$ cat src/rtl/wb_port_arbiter.sv
// wb_port_arbiter
//
// Shares the single register-file write port between the ALU and LSU result
// paths. Each source presents its result with a valid/ready handshake. The LSU
// normally wins a collision, but an ALU result that has been refused
// STARVE_MAX times in a row wins the next collision. The winning result is
// registered onto the write-back bus, so it reaches the register file one
// cycle after its grant.
//
// Parameters
//   STARVE_MAX  most consecutive cycles a valid ALU result may be refused
//               (0 means the ALU always wins a collision)
//   CNT_W       width of the saturating conflict counter
//   XLEN        data width of a result
//   RA_W        width of a register address (5 for 32 architectural regs)
//
// Ports
//   clk           clock, single domain
//   rst           synchronous reset, active-high
//   alu_valid     ALU result pending
//   alu_ready     ALU result accepted this cycle
//   alu_rd        ALU destination register
//   alu_data      ALU result
//   lsu_valid     LSU (load) result pending
//   lsu_ready     LSU result accepted this cycle
//   lsu_rd        LSU destination register
//   lsu_data      LSU result
//   wb_en         register-file write enable
//   wb_addr       register-file write address
//   wb_data       register-file write data
//   wb_src        source of the current write: 0 = ALU, 1 = LSU
//   conflict_cnt  cycles in which both sources were valid, saturating

module wb_port_arbiter #(
    parameter int STARVE_MAX = 3,
    parameter int CNT_W      = 16,
    parameter int XLEN       = 32,
    parameter int RA_W       = 5
) (
    input  logic             clk,
    input  logic             rst,
    input  logic             alu_valid,
    output logic             alu_ready,
    input  logic [RA_W-1:0]  alu_rd,
    input  logic [XLEN-1:0]  alu_data,
    input  logic             lsu_valid,
    output logic             lsu_ready,
    input  logic [RA_W-1:0]  lsu_rd,
    input  logic [XLEN-1:0]  lsu_data,
    output logic             wb_en,
    output logic [RA_W-1:0]  wb_addr,
    output logic [XLEN-1:0]  wb_data,
    output logic             wb_src,
    output logic [CNT_W-1:0] conflict_cnt
);

    // With STARVE_MAX = 0 the counter never leaves zero, but it still needs
    // one bit so the comparison against the limit stays well formed.
    localparam int SW = (STARVE_MAX > 0) ? $clog2(STARVE_MAX + 1) : 1;
    localparam logic [SW-1:0] STARVE_LIM = SW'(STARVE_MAX);

    logic [SW-1:0]   starve_cnt;
    logic            alu_starved;
    logic            alu_grant;
    logic            lsu_grant;
    logic            any_grant;
    logic [RA_W-1:0] sel_rd;
    logic [XLEN-1:0] sel_data;

    // Grant decision. The LSU wins a collision unless the ALU has reached its
    // starvation limit. Reset suppresses both grants, so a request seen in the
    // reset cycle is never acknowledged.
    always_comb begin
        alu_starved = (starve_cnt == STARVE_LIM);
        alu_grant   = !rst && alu_valid && (!lsu_valid || alu_starved);
        lsu_grant   = !rst && lsu_valid && !(alu_valid && alu_starved);
        any_grant   = alu_grant || lsu_grant;
    end

    assign alu_ready = alu_grant;
    assign lsu_ready = lsu_grant;

    // Select the winning destination and data for the output register.
    always_comb begin
        sel_rd   = '0;
        sel_data = '0;
        if (alu_grant) begin
            sel_rd   = alu_rd;
            sel_data = alu_data;
        end else if (lsu_grant) begin
            sel_rd   = lsu_rd;
            sel_data = lsu_data;
        end
    end

    // Count consecutive refusals of a valid ALU result. Serving the ALU or
    // the ALU withdrawing its request both restart the count.
    always_ff @(posedge clk) begin
        if (rst) begin
            starve_cnt <= '0;
        end else if (!alu_valid || alu_grant) begin
            starve_cnt <= '0;
        end else if (starve_cnt != STARVE_LIM) begin
            starve_cnt <= starve_cnt + SW'(1);
        end
    end

    // Write-back register. Writes to x0 still complete the handshake and
    // record their source, but present an all-zero, disabled write so the
    // register file never sees x0 as a target. Idle cycles also zero the bus
    // while wb_src keeps naming the last writer.
    always_ff @(posedge clk) begin
        if (rst) begin
            wb_en   <= 1'b0;
            wb_addr <= '0;
            wb_data <= '0;
            wb_src  <= 1'b0;
        end else if (any_grant) begin
            wb_src <= lsu_grant;
            if (sel_rd != '0) begin
                wb_en   <= 1'b1;
                wb_addr <= sel_rd;
                wb_data <= sel_data;
            end else begin
                wb_en   <= 1'b0;
                wb_addr <= '0;
                wb_data <= '0;
            end
        end else begin
            wb_en   <= 1'b0;
            wb_addr <= '0;
            wb_data <= '0;
        end
    end

    // Count cycles in which both sources competed; stick at all-ones.
    always_ff @(posedge clk) begin
        if (rst) begin
            conflict_cnt <= '0;
        end else if (alu_valid && lsu_valid && (conflict_cnt != '1)) begin
            conflict_cnt <= conflict_cnt + CNT_W'(1);
        end
    end

endmodule

$ cat config.mk
export PLATFORM = sky130hd
export DESIGN_NAME = wb_port_arbiter
export DESIGN_NICKNAME = d
export VERILOG_FILES = /design/src/rtl/wb_port_arbiter.sv
export SDC_FILE = /design/constraint.sdc
export NUM_CORES = 1
export LEC_CHECK = 0
export CORE_MARGIN = 3
export CORE_UTILIZATION = 41
export CTS_CLUSTER_SIZE = 14
export DETAILED_ROUTE_END_ITERATION = 16
export DONT_BUFFER_PORTS = 1
export PLACE_DENSITY = 0.54
export SLEW_MARGIN = 30
export SYNTH_ARGS = -nofsm -noshare
export SYNTH_HDL_FRONTEND = slang
export SYNTH_SLANG_ARGS = --single-unit
$ cat constraint.sdc
create_clock -name clk -period 1.94 [get_ports clk]
set_input_delay 0.194 -clock clk [delete_from_list [all_inputs] [get_ports clk]]
set_output_delay 0.194 -clock clk [all_outputs]
set_load 0.01 [all_outputs]
After elaboration in Yosys (flattened, before gate mapping)
Cells that the tools add are included.

Bitwise logic cells: 2. Add/subtract/negate cells: 2. Equality and inequality tests: 3. Reductions and logical operators: 18. Multiplexer cells: 5.

Operators with widths (number): $mux W32 (2); $add A16 B1 Y16 const B (1); $ne A16 B16 Y1 const B (1); $mux W5 (2); $logic_and A1 B1 Y1 (7); $reduce_bool A5 Y1 (1); $logic_not A1 Y1 (4); $reduce_or A2 Y1 (2); $logic_or A1 B1 Y1 (3); $reduce_or A3 Y1 (1); $add A2 B1 Y2 const B (1); $eq A2 B2 Y1 const B (1); $ne A2 B2 Y1 const B (1); $not A1 Y1 (2); $mux W1 (1).

Word-level logic and storage cells: 36. Output and inout port bits: 57. Input bits: 78. Bits in registers: 57.

Logic depth before layout (Yosys ltp)
Gate-level depths: netlist of the first run.

Word-level depth: 9. Mapped depth: 7.

Least setup slack after synthesis of the first run
No wires, ideal clock.

Kind: reg-to-reg. Start point: register conflict_cnt[0]. End point: register conflict_cnt[14]. Required time: 1819 ps. Arrival time: 1606 ps. Setup time: 121 ps. Cell stages (with the launch flop): 6. Clock period less this slack: 1726 ps. Slack: 214 ps. Cell sequence: dfxtp_1 > ha_1 > nand3_2 > a311oi_1 > nand3_1 > mux2_2.

Longest elaborated chain between the ends: 2.

Ends and longest elaborated chain: from (decl) (RTL line 54) `output logic [CNT_W-1:0] conflict_cnt`; from (signal assigned) (RTL line 141) `conflict_cnt <= conflict_cnt + CNT_W'(1);`; parallel branches: the longest is 2 deep, another holds $add A16 B1 Y16.

Parallel ways; which one is timed is not known. A chain may end at the register's enable or synchronous reset.

Final worst setup path of the first run
Start point: register conflict_cnt[2]. End point: register conflict_cnt[12].

Same word-level chain as after synthesis.

==> qor.yml, run 1 <==
placed_design:
  place_hpwl_um: 4180
  gp_congestion: 0.719
  placed_area_um2: 2490
  io_buffers: 0
pwr:
  internal_power_mw: 1.93
  power_density_nw_per_um2: 940
  vdd_drop_max_mv: 0.506
  seqPwrFrac: 0.499
  pwr-share-comb: 0.075
  p_sw_frac: 0.243
  p_clk_frac: 0.426
  p_sw_mw: 0.619
  power.leakage_nw: 0.942
synthesis:
  yosys_warnings: 0
  synthCells: 243
  synthFlopType: "dfxtp_1"
  async_flop_share: 0
  synth.avg_cell_area_um2: 9.66
  ys_seq_elements: 57
  syn-num-nets: 323
  yosysSeqAreaShare: 0.486
  synth_edf_count: 0
  syn_area_um2: 2350
  yosysUniqueCellTypes: 44
clock_tree:
  clkLatencyLatePin_ns: 0.33
  cts_tree: "built"
  clockBufferDepth: 2
  root_buffer: "clkbuf_8"
  cts_setup_buffers: 0
  numCtsBuffers: 9
  cts_max_level: 3
  clock_sinks: 57
  clk_pin_slew_ns: 0.07
sta:
  tightest_slew_ns: 0.756
  hold_ws_ns: 0.0408
  finalMaxSlewViolations: 0
  slew_headroom: 0.495
  hold_violations: 0
  post-route-min-period_ns: 1.75
  clock.fmax_mhz: 570
  setup_violations: 0
  rsz0062_at_grt: "no"
  clock_skew_ns: 0.0104
  tns_ns: 0
  finalCritPeriodShare: 0.904
cells_and_area:
  nNetsFinal: 323
  antenna_cells: 0
  layout-drive-gt1-share: 0.153
  synthToLayoutAreaGrowth_pct: 15.3
  stdcell_area_um2: 2710
  final_common_cell: "dfxtp_1"
  final_cell_mix: "dfxtp_1, a31oi_1, a22oi_1"
die:
  start_util: 0.440
  chipHeight_um: 81.7
  die_x_um: 81.7
  io_pins: 135
  fp.coreArea_um2: 5340
  fp-row-count: 26
  die_area_um2: 6670
grt:
  grt_pass1_vias: 1832
  grt_max_degree: 35
  grt-ovfl-total: 0
  antenna_found_initial: 0
  track_usage: 0.180
  grt_first_pass_wirelength_um: 9080
critical_path:
  cp.required_ns: 2.11
  critPathKind: "reg2reg"
  start_kind: "flip-flop"
  crit_fanout: 8
  critPathArrivalTime_ns: 1.92
  endpoint_kind: "flip-flop"
routing:
  drt-total-wl_um: 6010
  drc: 0
  drtIter0Drc: 88
  wl_per_cell_um: 18.9
  ant_nets: 0
  num_vias: 1988
  avgViaCountPerCell: 6.25
  first_pass_iters: 4
outcome:
  status: "finished, final reports clean"
run:
  maxCapViolCount: 0
min_path:
  hold_class: "in2reg"
## sequential cells by signal, summed over array words and instances, names as in the netlist
| name | flops |
|---|---|
| wb_src | 1 |
| wb_data | 32 |
| conflict_cnt | 16 |
| starve_cnt | 2 |
| wb_en | 1 |
| wb_addr | 5 |
## path summary, 6_finish.rpt
kind                                     start                            end  slack, ns  depth (start not counted)
hold reg to reg     starve_cnt[0]$_SDFFE_PP0P_     starve_cnt[0]$_SDFFE_PP0P_       0.44                          1
setup / recovery  conflict_cnt[2]$_SDFFE_PP0P_  conflict_cnt[12]$_SDFFE_PP0P_       0.19                          5
hold / removal                       lsu_rd[3]          wb_addr[3]$_SDFF_PP0_       0.04                          2
setup reg to reg  conflict_cnt[2]$_SDFFE_PP0P_  conflict_cnt[12]$_SDFFE_PP0P_       0.19                          5
## stage by stage
stage	power [mW]	worst slack (ns)	instances	util
2_1_floorplan	1.43	0.214	243	-
3_3_place_gp	1.47	0.264	301	0.467
3_5_place_dp	1.48	0.202	301	0.467
4_1_cts	2.59	0.0944	318	0.506
5_1_grt	2.66	0.00934	318	0.508
6_report	2.55	0.187	318	0.508
## cell type report
cell class                 count  area (um^2)
clock inverter                 5         55.1
tap                           70         87.6
sequential                    57         1140
multi-input combinational    158         1110
timing repair buffer          13          163
clock buffer                  11          141
fill                         501         2630
inverter                       4         15.0
## critical path, stage by stage (launching register included)
cell,delay (ns)
dfxtp_1,0.50
nand3_2,0.26
a311oi_1,0.43
buf_4,0.19
a31o_2,0.15
a21oi_1,0.06
## cells in the mapped netlist, types with 2 or more instances
master | number | area, um^2
a22oi_1 | 32 | 240
nor2b_1 | 3 | 18.8
a21o_1 | 2 | 15.0
inv_1 | 4 | 15.0
a21oi_1 | 11 | 55.1
and4_1 | 2 | 17.5
or3_1 | 7 | 43.8
a32oi_1 | 5 | 43.8
buf_2 | 7 | 35.0
o31ai_1 | 3 | 22.5
o21ai_0 | 7 | 35.0
dfxtp_1 | 57 | 1140
buf_1 | 5 | 18.8
nand4_1 | 6 | 37.5
mux2_2 | 2 | 22.5
clkbuf_1 | 12 | 45.0
nor2_1 | 8 | 30.0
nand3_1 | 5 | 25.0
nand2b_1 | 2 | 12.5
or4_1 | 3 | 22.5
nand2_1 | 3 | 11.3
a311oi_1 | 2 | 17.5
ha_1 | 2 | 25.0
a31oi_1 | 33 | 206
## what timing repair did
action | CTS | global route
hold endpoints to repair | 20 | 0
hold buffers | 1 | 0
gates resized for setup | 0 | 2
endpoints found under the setup margin | 0 | 2
## kinds of logic after synthesis
group / share of synthesized area
AOI/OAI and AO/OA: 0.293
DFF: 0.486
and+or+nand+nor: 0.148
buffers and inverters: 0.0485
muxes: 0.0139
adders and majority gates: 0.0107
## power by group through the flow
stage	logic [mW]	clock network [mW]	registers (mW)
2_1_floorplan	0.138	0	1.29
3_3_place_gp	0.176	0	1.30
3_5_place_dp	0.183	0	1.30
4_1_cts	0.191	1.12	1.27
5_1_grt	0.214	1.17	1.28
6_report	0.191	1.08	1.27
## per-layer routing
layer  vias up  GRT usage  part of all wire
li1        955          -                 -
met1       930      0.225              0.41
met2        99      0.262              0.49
met3         4     0.0910              0.10
met4         0     0.0714            0.0058
met5         -          0                 0
Note: power is estimated with default switching activity, not from simulation.
==> run 2, diff against run 1 <==
- TNS_END_PERCENT: not set -> 5
==> results of run 2 <==
Final layout, timing and power as in run 1 (identical DEF).
